==> src/rtl/alu_dadd_serial_pkg.sv <==
// Shared types and constants for the XM23 digit-serial BCD add/subtract unit.
package xm23_bcd_pkg;

  typedef logic [3:0] bcd_digit_t;

  typedef enum logic [1:0] {
    IDLE,
    RUN,
    DONE
  } dadd_state_t;

  localparam bcd_digit_t BCD_NINE = 4'd9;
  localparam bcd_digit_t BCD_ADJ  = 4'd6;

  // Modulo-16 nines complement; applying it twice returns the original digit,
  // which lets the top recover B from B' without storing both.
  function automatic bcd_digit_t nines_comp(input bcd_digit_t d);
    return BCD_NINE - d;
  endfunction

endpackage

==> src/rtl/alu_dadd_serial_if.sv <==
// Request/result valid-ready bundle for alu_dadd_serial.
interface alu_dadd_serial_if #(
  parameter int DIGITS = 4
);
  localparam int W = 4 * DIGITS;

  logic         in_valid;
  logic         in_ready;
  logic         in_sub;
  logic [W-1:0] in_a;
  logic [W-1:0] in_b;
  logic         in_carry;
  logic         out_valid;
  logic         out_ready;
  logic [W-1:0] out_result;
  logic         out_carry;
  logic         out_zero;
  logic         out_invalid;

  modport master (
    output in_valid, in_sub, in_a, in_b, in_carry, out_ready,
    input  in_ready, out_valid, out_result, out_carry, out_zero, out_invalid
  );

  modport slave (
    input  in_valid, in_sub, in_a, in_b, in_carry, out_ready,
    output in_ready, out_valid, out_result, out_carry, out_zero, out_invalid
  );

endinterface

==> src/rtl/alu_dadd_serial_bcd_digit_add.sv <==
// One BCD digit of addition: 5-bit binary sum, decimal-adjusted when above nine.
module bcd_digit_add
  import xm23_bcd_pkg::*;
(
  input  bcd_digit_t a,
  input  bcd_digit_t b,
  input  logic       cin,
  output bcd_digit_t sum,
  output logic       cout
);

  logic [4:0] s;

  always_comb begin
    s = {1'b0, a} + {1'b0, b} + {4'b0000, cin};
    if (s > 5'd9) begin
      sum  = s[3:0] + BCD_ADJ;
      cout = 1'b1;
    end else begin
      sum  = s[3:0];
      cout = 1'b0;
    end
  end

endmodule

==> src/rtl/alu_dadd_serial.sv <==
// Digit-serial BCD add/subtract: one digit per clock, LSD first, through a single digit adder.
module alu_dadd_serial
  import xm23_bcd_pkg::*;
#(
  parameter int DIGITS = 4
) (
  input logic              clk,
  input logic              rst_n,
  alu_dadd_serial_if.slave bus
);

  localparam int            W    = 4 * DIGITS;
  localparam int            CW   = (DIGITS > 1) ? $clog2(DIGITS) : 1;
  localparam logic [CW-1:0] LAST = CW'(DIGITS - 1);

  dadd_state_t   state_q, state_d;
  logic [CW-1:0] cnt_q, cnt_d;
  logic [W-1:0]  a_q, a_d, b_q, b_d, res_q, res_d;
  logic          carry_q, carry_d, sub_q, sub_d, inv_q, inv_d, zero_q, zero_d;
  logic [W-1:0]  out_result_q, out_result_d;
  logic          out_carry_q, out_carry_d, out_zero_q, out_zero_d, out_inv_q, out_inv_d;

  logic [W-1:0]  b_comp;
  bcd_digit_t    b_orig, dig_sum;
  logic          dig_cout;

  always_comb begin
    b_comp = '0;
    for (int i = 0; i < DIGITS; i++) begin
      b_comp[4*i +: 4] = nines_comp(bus.in_b[4*i +: 4]);
    end
  end

  // Invalid-digit checks must see B as presented, so undo the complement here.
  assign b_orig = sub_q ? nines_comp(b_q[3:0]) : b_q[3:0];

  bcd_digit_add u_digit (
    .a    (a_q[3:0]),
    .b    (b_q[3:0]),
    .cin  (carry_q),
    .sum  (dig_sum),
    .cout (dig_cout)
  );

  always_comb begin
    state_d      = state_q;
    cnt_d        = cnt_q;
    a_d          = a_q;
    b_d          = b_q;
    res_d        = res_q;
    carry_d      = carry_q;
    sub_d        = sub_q;
    inv_d        = inv_q;
    zero_d       = zero_q;
    out_result_d = out_result_q;
    out_carry_d  = out_carry_q;
    out_zero_d   = out_zero_q;
    out_inv_d    = out_inv_q;
    case (state_q)
      IDLE: begin
        if (bus.in_valid) begin
          state_d = RUN;
          a_d     = bus.in_a;
          b_d     = bus.in_sub ? b_comp : bus.in_b;
          carry_d = bus.in_carry;
          sub_d   = bus.in_sub;
          cnt_d   = '0;
          res_d   = '0;
          inv_d   = 1'b0;
          zero_d  = 1'b1;
        end
      end
      RUN: begin
        a_d     = a_q >> 4;
        b_d     = b_q >> 4;
        res_d   = (res_q >> 4) | (W'(dig_sum) << (W - 4));
        carry_d = dig_cout;
        inv_d   = inv_q | (a_q[3:0] > BCD_NINE) | (b_orig > BCD_NINE);
        zero_d  = zero_q & (dig_sum == 4'd0);
        cnt_d   = cnt_q + CW'(1);
        // Visible outputs only move on the final digit so they hold through DONE.
        if (cnt_q == LAST) begin
          state_d      = DONE;
          out_result_d = res_d;
          out_carry_d  = dig_cout;
          out_zero_d   = zero_d;
          out_inv_d    = inv_d;
        end
      end
      DONE: begin
        if (bus.out_ready) begin
          state_d = IDLE;
        end
      end
      default: state_d = IDLE;
    endcase
  end

  always_ff @(posedge clk or negedge rst_n) begin
    if (!rst_n) begin
      state_q      <= IDLE;
      cnt_q        <= '0;
      a_q          <= '0;
      b_q          <= '0;
      res_q        <= '0;
      carry_q      <= 1'b0;
      sub_q        <= 1'b0;
      inv_q        <= 1'b0;
      zero_q       <= 1'b0;
      out_result_q <= '0;
      out_carry_q  <= 1'b0;
      out_zero_q   <= 1'b0;
      out_inv_q    <= 1'b0;
    end else begin
      state_q      <= state_d;
      cnt_q        <= cnt_d;
      a_q          <= a_d;
      b_q          <= b_d;
      res_q        <= res_d;
      carry_q      <= carry_d;
      sub_q        <= sub_d;
      inv_q        <= inv_d;
      zero_q       <= zero_d;
      out_result_q <= out_result_d;
      out_carry_q  <= out_carry_d;
      out_zero_q   <= out_zero_d;
      out_inv_q    <= out_inv_d;
    end
  end

  assign bus.in_ready    = (state_q == IDLE);
  assign bus.out_valid   = (state_q == DONE);
  assign bus.out_result  = out_result_q;
  assign bus.out_carry   = out_carry_q;
  assign bus.out_zero    = out_zero_q;
  assign bus.out_invalid = out_inv_q;

endmodule

==> src/flat_wrapper.sv <==
// flat-port wrapper written by rule: the top's interface ports become plain ports
module alu_dadd_serial_flat import xm23_bcd_pkg::*;
#(
  parameter int DIGITS = 4
)
  (clk, rst_n, bus_in_valid, bus_in_sub, bus_in_a, bus_in_b, bus_in_carry, bus_out_ready, bus_in_ready, bus_out_valid, bus_out_result, bus_out_carry, bus_out_zero, bus_out_invalid);
  alu_dadd_serial_if #(.DIGITS(DIGITS)) bus_i ();
  input logic clk;
  input logic rst_n;
  input wire logic [$bits(bus_i.in_valid)-1:0] bus_in_valid;
  input wire logic [$bits(bus_i.in_sub)-1:0] bus_in_sub;
  input wire logic [$bits(bus_i.in_a)-1:0] bus_in_a;
  input wire logic [$bits(bus_i.in_b)-1:0] bus_in_b;
  input wire logic [$bits(bus_i.in_carry)-1:0] bus_in_carry;
  input wire logic [$bits(bus_i.out_ready)-1:0] bus_out_ready;
  output wire logic [$bits(bus_i.in_ready)-1:0] bus_in_ready;
  output wire logic [$bits(bus_i.out_valid)-1:0] bus_out_valid;
  output wire logic [$bits(bus_i.out_result)-1:0] bus_out_result;
  output wire logic [$bits(bus_i.out_carry)-1:0] bus_out_carry;
  output wire logic [$bits(bus_i.out_zero)-1:0] bus_out_zero;
  output wire logic [$bits(bus_i.out_invalid)-1:0] bus_out_invalid;
  assign bus_i.in_valid = bus_in_valid;
  assign bus_i.in_sub = bus_in_sub;
  assign bus_i.in_a = bus_in_a;
  assign bus_i.in_b = bus_in_b;
  assign bus_i.in_carry = bus_in_carry;
  assign bus_i.out_ready = bus_out_ready;
  assign bus_in_ready = bus_i.in_ready;
  assign bus_out_valid = bus_i.out_valid;
  assign bus_out_result = bus_i.out_result;
  assign bus_out_carry = bus_i.out_carry;
  assign bus_out_zero = bus_i.out_zero;
  assign bus_out_invalid = bus_i.out_invalid;
  alu_dadd_serial #(.DIGITS(DIGITS)) u_core (.clk(clk), .rst_n(rst_n), .bus(bus_i));
endmodule
==> config.mk <==
export PLATFORM = sky130hd
export DESIGN_NAME = alu_dadd_serial_flat
export DESIGN_NICKNAME = d
export VERILOG_FILES = /design/src/rtl/alu_dadd_serial_pkg.sv /design/src/rtl/alu_dadd_serial_if.sv /design/src/rtl/alu_dadd_serial_bcd_digit_add.sv /design/src/rtl/alu_dadd_serial.sv /design/src/flat_wrapper.sv
export SDC_FILE = /design/constraint.sdc
export NUM_CORES = 1
export LEC_CHECK = 0
export CORE_ASPECT_RATIO = 1.75
export CORE_MARGIN = 2
export CORE_UTILIZATION = 47
export DETAILED_ROUTE_END_ITERATION = 10
export PLACE_DENSITY_LB_ADDON = 0.05
export SLEW_MARGIN = 20
export SYNTH_ARGS = -nofsm -noshare
export SYNTH_HDL_FRONTEND = slang
export SYNTH_SLANG_ARGS = --single-unit
export TNS_END_PERCENT = 20
==> constraint.sdc <==
create_clock -name clk -period 2.6 [get_ports clk]
set_input_delay 0.52 -clock clk [delete_from_list [all_inputs] [get_ports clk]]
set_output_delay 0.52 -clock clk [all_outputs]
set_load 0.005 [all_outputs]
==> results.json <==
{
  "status": "completed",
  "wl_per_cell_um": 15.17,
  "start_kind": "register",
  "ys_types": 36,
  "yosys-top-cells-area": "dfrtp_1, nand2_1, o21ai_0",
  "synth.most_common_cell": "nand2_1",
  "gp_congestion": 0.8632,
  "ant_nets": 0,
  "cts_sinks": 71,
  "area_growth_pct": 33.57,
  "power_leakage_nw": 2.075,
  "crit_chain": "fa_2 -> fa_2 -> xor2_2 -> inv_1 -> ha_2 -> inv_2 -> o22ai_4 -> o31ai_4 -> mux2_4 -> o21ai_2",
  "dp_slack_ps": -92.60,
  "maxSlewViolCount": 0,
  "nets": 448,
  "clockBufferDepth": 2,
  "synth_seq_cells": 71,
  "synth_top_cell_by_area": "dfrtp_1",
  "die_h_um": 115.9,
  "initial_core_util_pct": 48.68,
  "firstDrtPassIters": 4,
  "hpwl_um": 5102,
  "fin_crit_sh_pct": 98.18,
  "core_area_um2": 6907,
  "netlist_area_um2": 3362,
  "worstPathArrival_ps": 2810,
  "avgSynthCellArea_um2": 10.19,
  "ctsRootBufferMaster": "clkbuf_16",
  "finalSetupViolations": 0,
  "ir_drop_mv": 0.9343,
  "synth_commonest_cells": "nand2_1, dfrtp_1, o21ai_0",
  "endpoint_kind": "register",
  "crit_required_ps": 2860,
  "crit_family": "adder cells",
  "fin_ws_ps": 47.30,
  "hold_violations": 0,
  "finalClockSkew_ps": 5.339,
  "final_cells": 487,
  "synth_nets": 380,
  "grt_pass1_vias": 2655,
  "yosysWarnings": 0,
  "io_pins": 59,
  "path_class": "reg2reg",
  "grt_max_degree": 54,
  "cts-buffers-inserted": 9,
  "slowest_stage": "fa_2",
  "placed_cells": 466,
  "diodes": 0,
  "yosys.area.top_type_share_pct": 52.85,
  "cts_tree": "built",
  "die_area_um2": 7873,
  "synth_edf_count": 0,
  "clk_pin_slew_worst_paths_ps": 60,
  "rows": 40,
  "ys_seq_area_share_pct": 52.85,
  "path_buf_inv": 2,
  "holdCritPathClass": "in2async",
  "worst_pin_slew_ps": 814.1,
  "synthCells": 330,
  "fin_crit_ps": 2553,
  "slowest_delay_ps": 430,
  "track_usage_pct": 22.01,
  "rsz0062_at_grt": "true",
  "clock_latency_ps": 330,
  "grt_pass1_wl_um": 12850,
  "die_w_um": 67.94,
  "cts-htree-levels": 3,
  "avgViaCountPerCell": 5.326,
  "overflow": 0,
  "p_per_area_nw_per_um2": 1550,
  "path_common_cell": "fa_2",
  "routed_wl_um": 7388,
  "drtIter0Drc": 190,
  "portBuffers": 58,
  "slew_headroom_pct": 45.59,
  "via_count": 2594,
  "antenna_found_initial": 0,
  "async_flop_share_pct": 100.0,
  "drcViolationCount": 0,
  "synth_flop_cell": "dfrtp_1",
  "drive_above_1_share_pct": 16.63,
  "final.setup.tns_ps": 0,
  "fmax_mhz": 391.7,
  "crit_fanout": 2,
  "drv_cap": 0
}
==> worst paths after layout <==
check / cells after the start / end / slack (ps) / startpoint
worst min-delay path: 1 / u_core.bus.out_result[3]$_DFFE_PN0P_ / 130 / rst_n
worst min register to register: 2 / u_core.a_q[7]$_DFFE_PN0P_ / 470 / u_core.a_q[7]$_DFFE_PN0P_
max in group asynchronous: 2 / u_core.bus.out_result[14]$_DFFE_PN0P_ / 1840 / rst_n
worst max register to register: 10 / u_core.bus.out_result[14]$_DFFE_PN0P_ / 50 / u_core.carry_q$_DFFE_PN0P_
worst max-delay path: 10 / u_core.bus.out_result[14]$_DFFE_PN0P_ / 50 / u_core.carry_q$_DFFE_PN0P_
min in group clk: 2 / u_core.a_q[7]$_DFFE_PN0P_ / 470 / u_core.a_q[7]$_DFFE_PN0P_
==> cells by family after synthesis <==
| family | share of synthesized area [%] |
|---|---|
| AND/OR/NAND/NOR | 13.10 |
| multiplexers | 6.476 |
| XOR/XNOR | 2.866 |
| AO/OA/AOI/OAI | 15.45 |
| buffers and inverters | 4.354 |
| adder cells (fa/ha/maj) | 4.913 |
| flip-flops | 52.85 |
==> cell type report <==
class | instances | area (um^2)
timing repair buffer | 77 | 730.7
tap | 84 | 105.1
clock inverter | 5 | 80.08
multi-input combinational | 224 | 1489
fill | 587 | 2416
inverter | 15 | 56.30
clock buffer | 11 | 252.7
sequential | 71 | 1777
==> power by group <==
group	switching, mW	internal [mW]	leakage [nW]
combinational	1.83	1.85	1.01
clock	0.454	0.889	0.158
sequential	0.329	1.61	0.907
==> worst reg2reg max path, cell delays in order, from the launching register on <==
cell and delay, ps:
dfrtp_1 400, fa_2 420, fa_2 430, xor2_2 150
inv_1 70, ha_2 180, inv_2 80, o22ai_4 80
o31ai_4 230, mux2_4 340, o21ai_2 110
==> layer usage <==
| metal | GRT usage (%) | share of wire, % | vias to the layer above | routed length, um |
|---|---|---|---|---|
| met1 | 27.53 | 41 | 1255 | 3012 |
| met2 | 36.63 | 53 | 62 | 3924 |
| met4 | 10.80 | 2.4 | 0 | 174 |
| met5 | 0 | 0 | - | 0 |
| li1 | - | - | 1263 | - |
| met3 | 3.010 | 3.7 | 14 | 276 |
==> registers in the layout (all words and copies together), names as in the netlist <==
register                flops
u_core.inv_q                1
u_core.state_q              2
u_core.bus.out_zero         1
u_core.b_q                 16
u_core.bus.out_invalid      1
u_core.zero_q               1
u_core.bus.out_carry        1
u_core.bus.out_result      16
u_core.carry_q              1
u_core.res_q               12
u_core.sub_q                1
u_core.a_q                 16
u_core.cnt_q                2
==> layout by cell type, fill, tap and decap left out, types with 2 or more instances in the layout <==
cell type / Yosys / layout
nand2_1: 76 / 76
inv_1: 15 / 14
clkbuf_8: 0 / 2
clkdlybuf4s50_1: 0 / 57
o21ai_0: 33 / 33
mux2i_1: 6 / 6
a22oi_1: 18 / 18
nand2b_1: 3 / 3
a221o_1: 7 / 7
dfrtp_1: 71 / 71
xor2_1: 6 / 5
a21oi_1: 3 / 3
nor2_1: 13 / 13
o21ai_1: 4 / 2
nor3_1: 2 / 2
bufinv_16: 0 / 2
ha_1: 10 / 9
o21ai_2: 0 / 2
o21a_1: 2 / 2
clkinvlp_4: 0 / 2
nand3_1: 8 / 8
xnor2_1: 5 / 4
buf_4: 0 / 18
clkbuf_16: 0 / 9
mux2_2: 13 / 13
fa_2: 0 / 2
==> per-stage QoR <==
step | instance area, um^2 | hold slack [ps] | total power [mW] | utilization (%)
floorplan | 3378 | 224.4 | 4.151 | -
global placement | 4089 | 459.7 | 5.091 | 59.20
detailed placement | 4089 | 463.8 | 5.217 | 59.20
CTS | 4464 | 140.0 | 6.843 | 64.64
global route | 4491 | 154.7 | 7.502 | 65.02
finish | 4491 | 128.8 | 6.960 | 65.02
==> what timing repair did <==
action                                  4_1_cts  5_1_grt
pin swaps                                     5        4
cloned                                        0        0
endpoints found under the setup margin        3        4
buffers inserted                              3        2
resized for setup                             5        2
hold buffers                                  0        0
No activity file was read; power rests on OpenSTA's default activity.
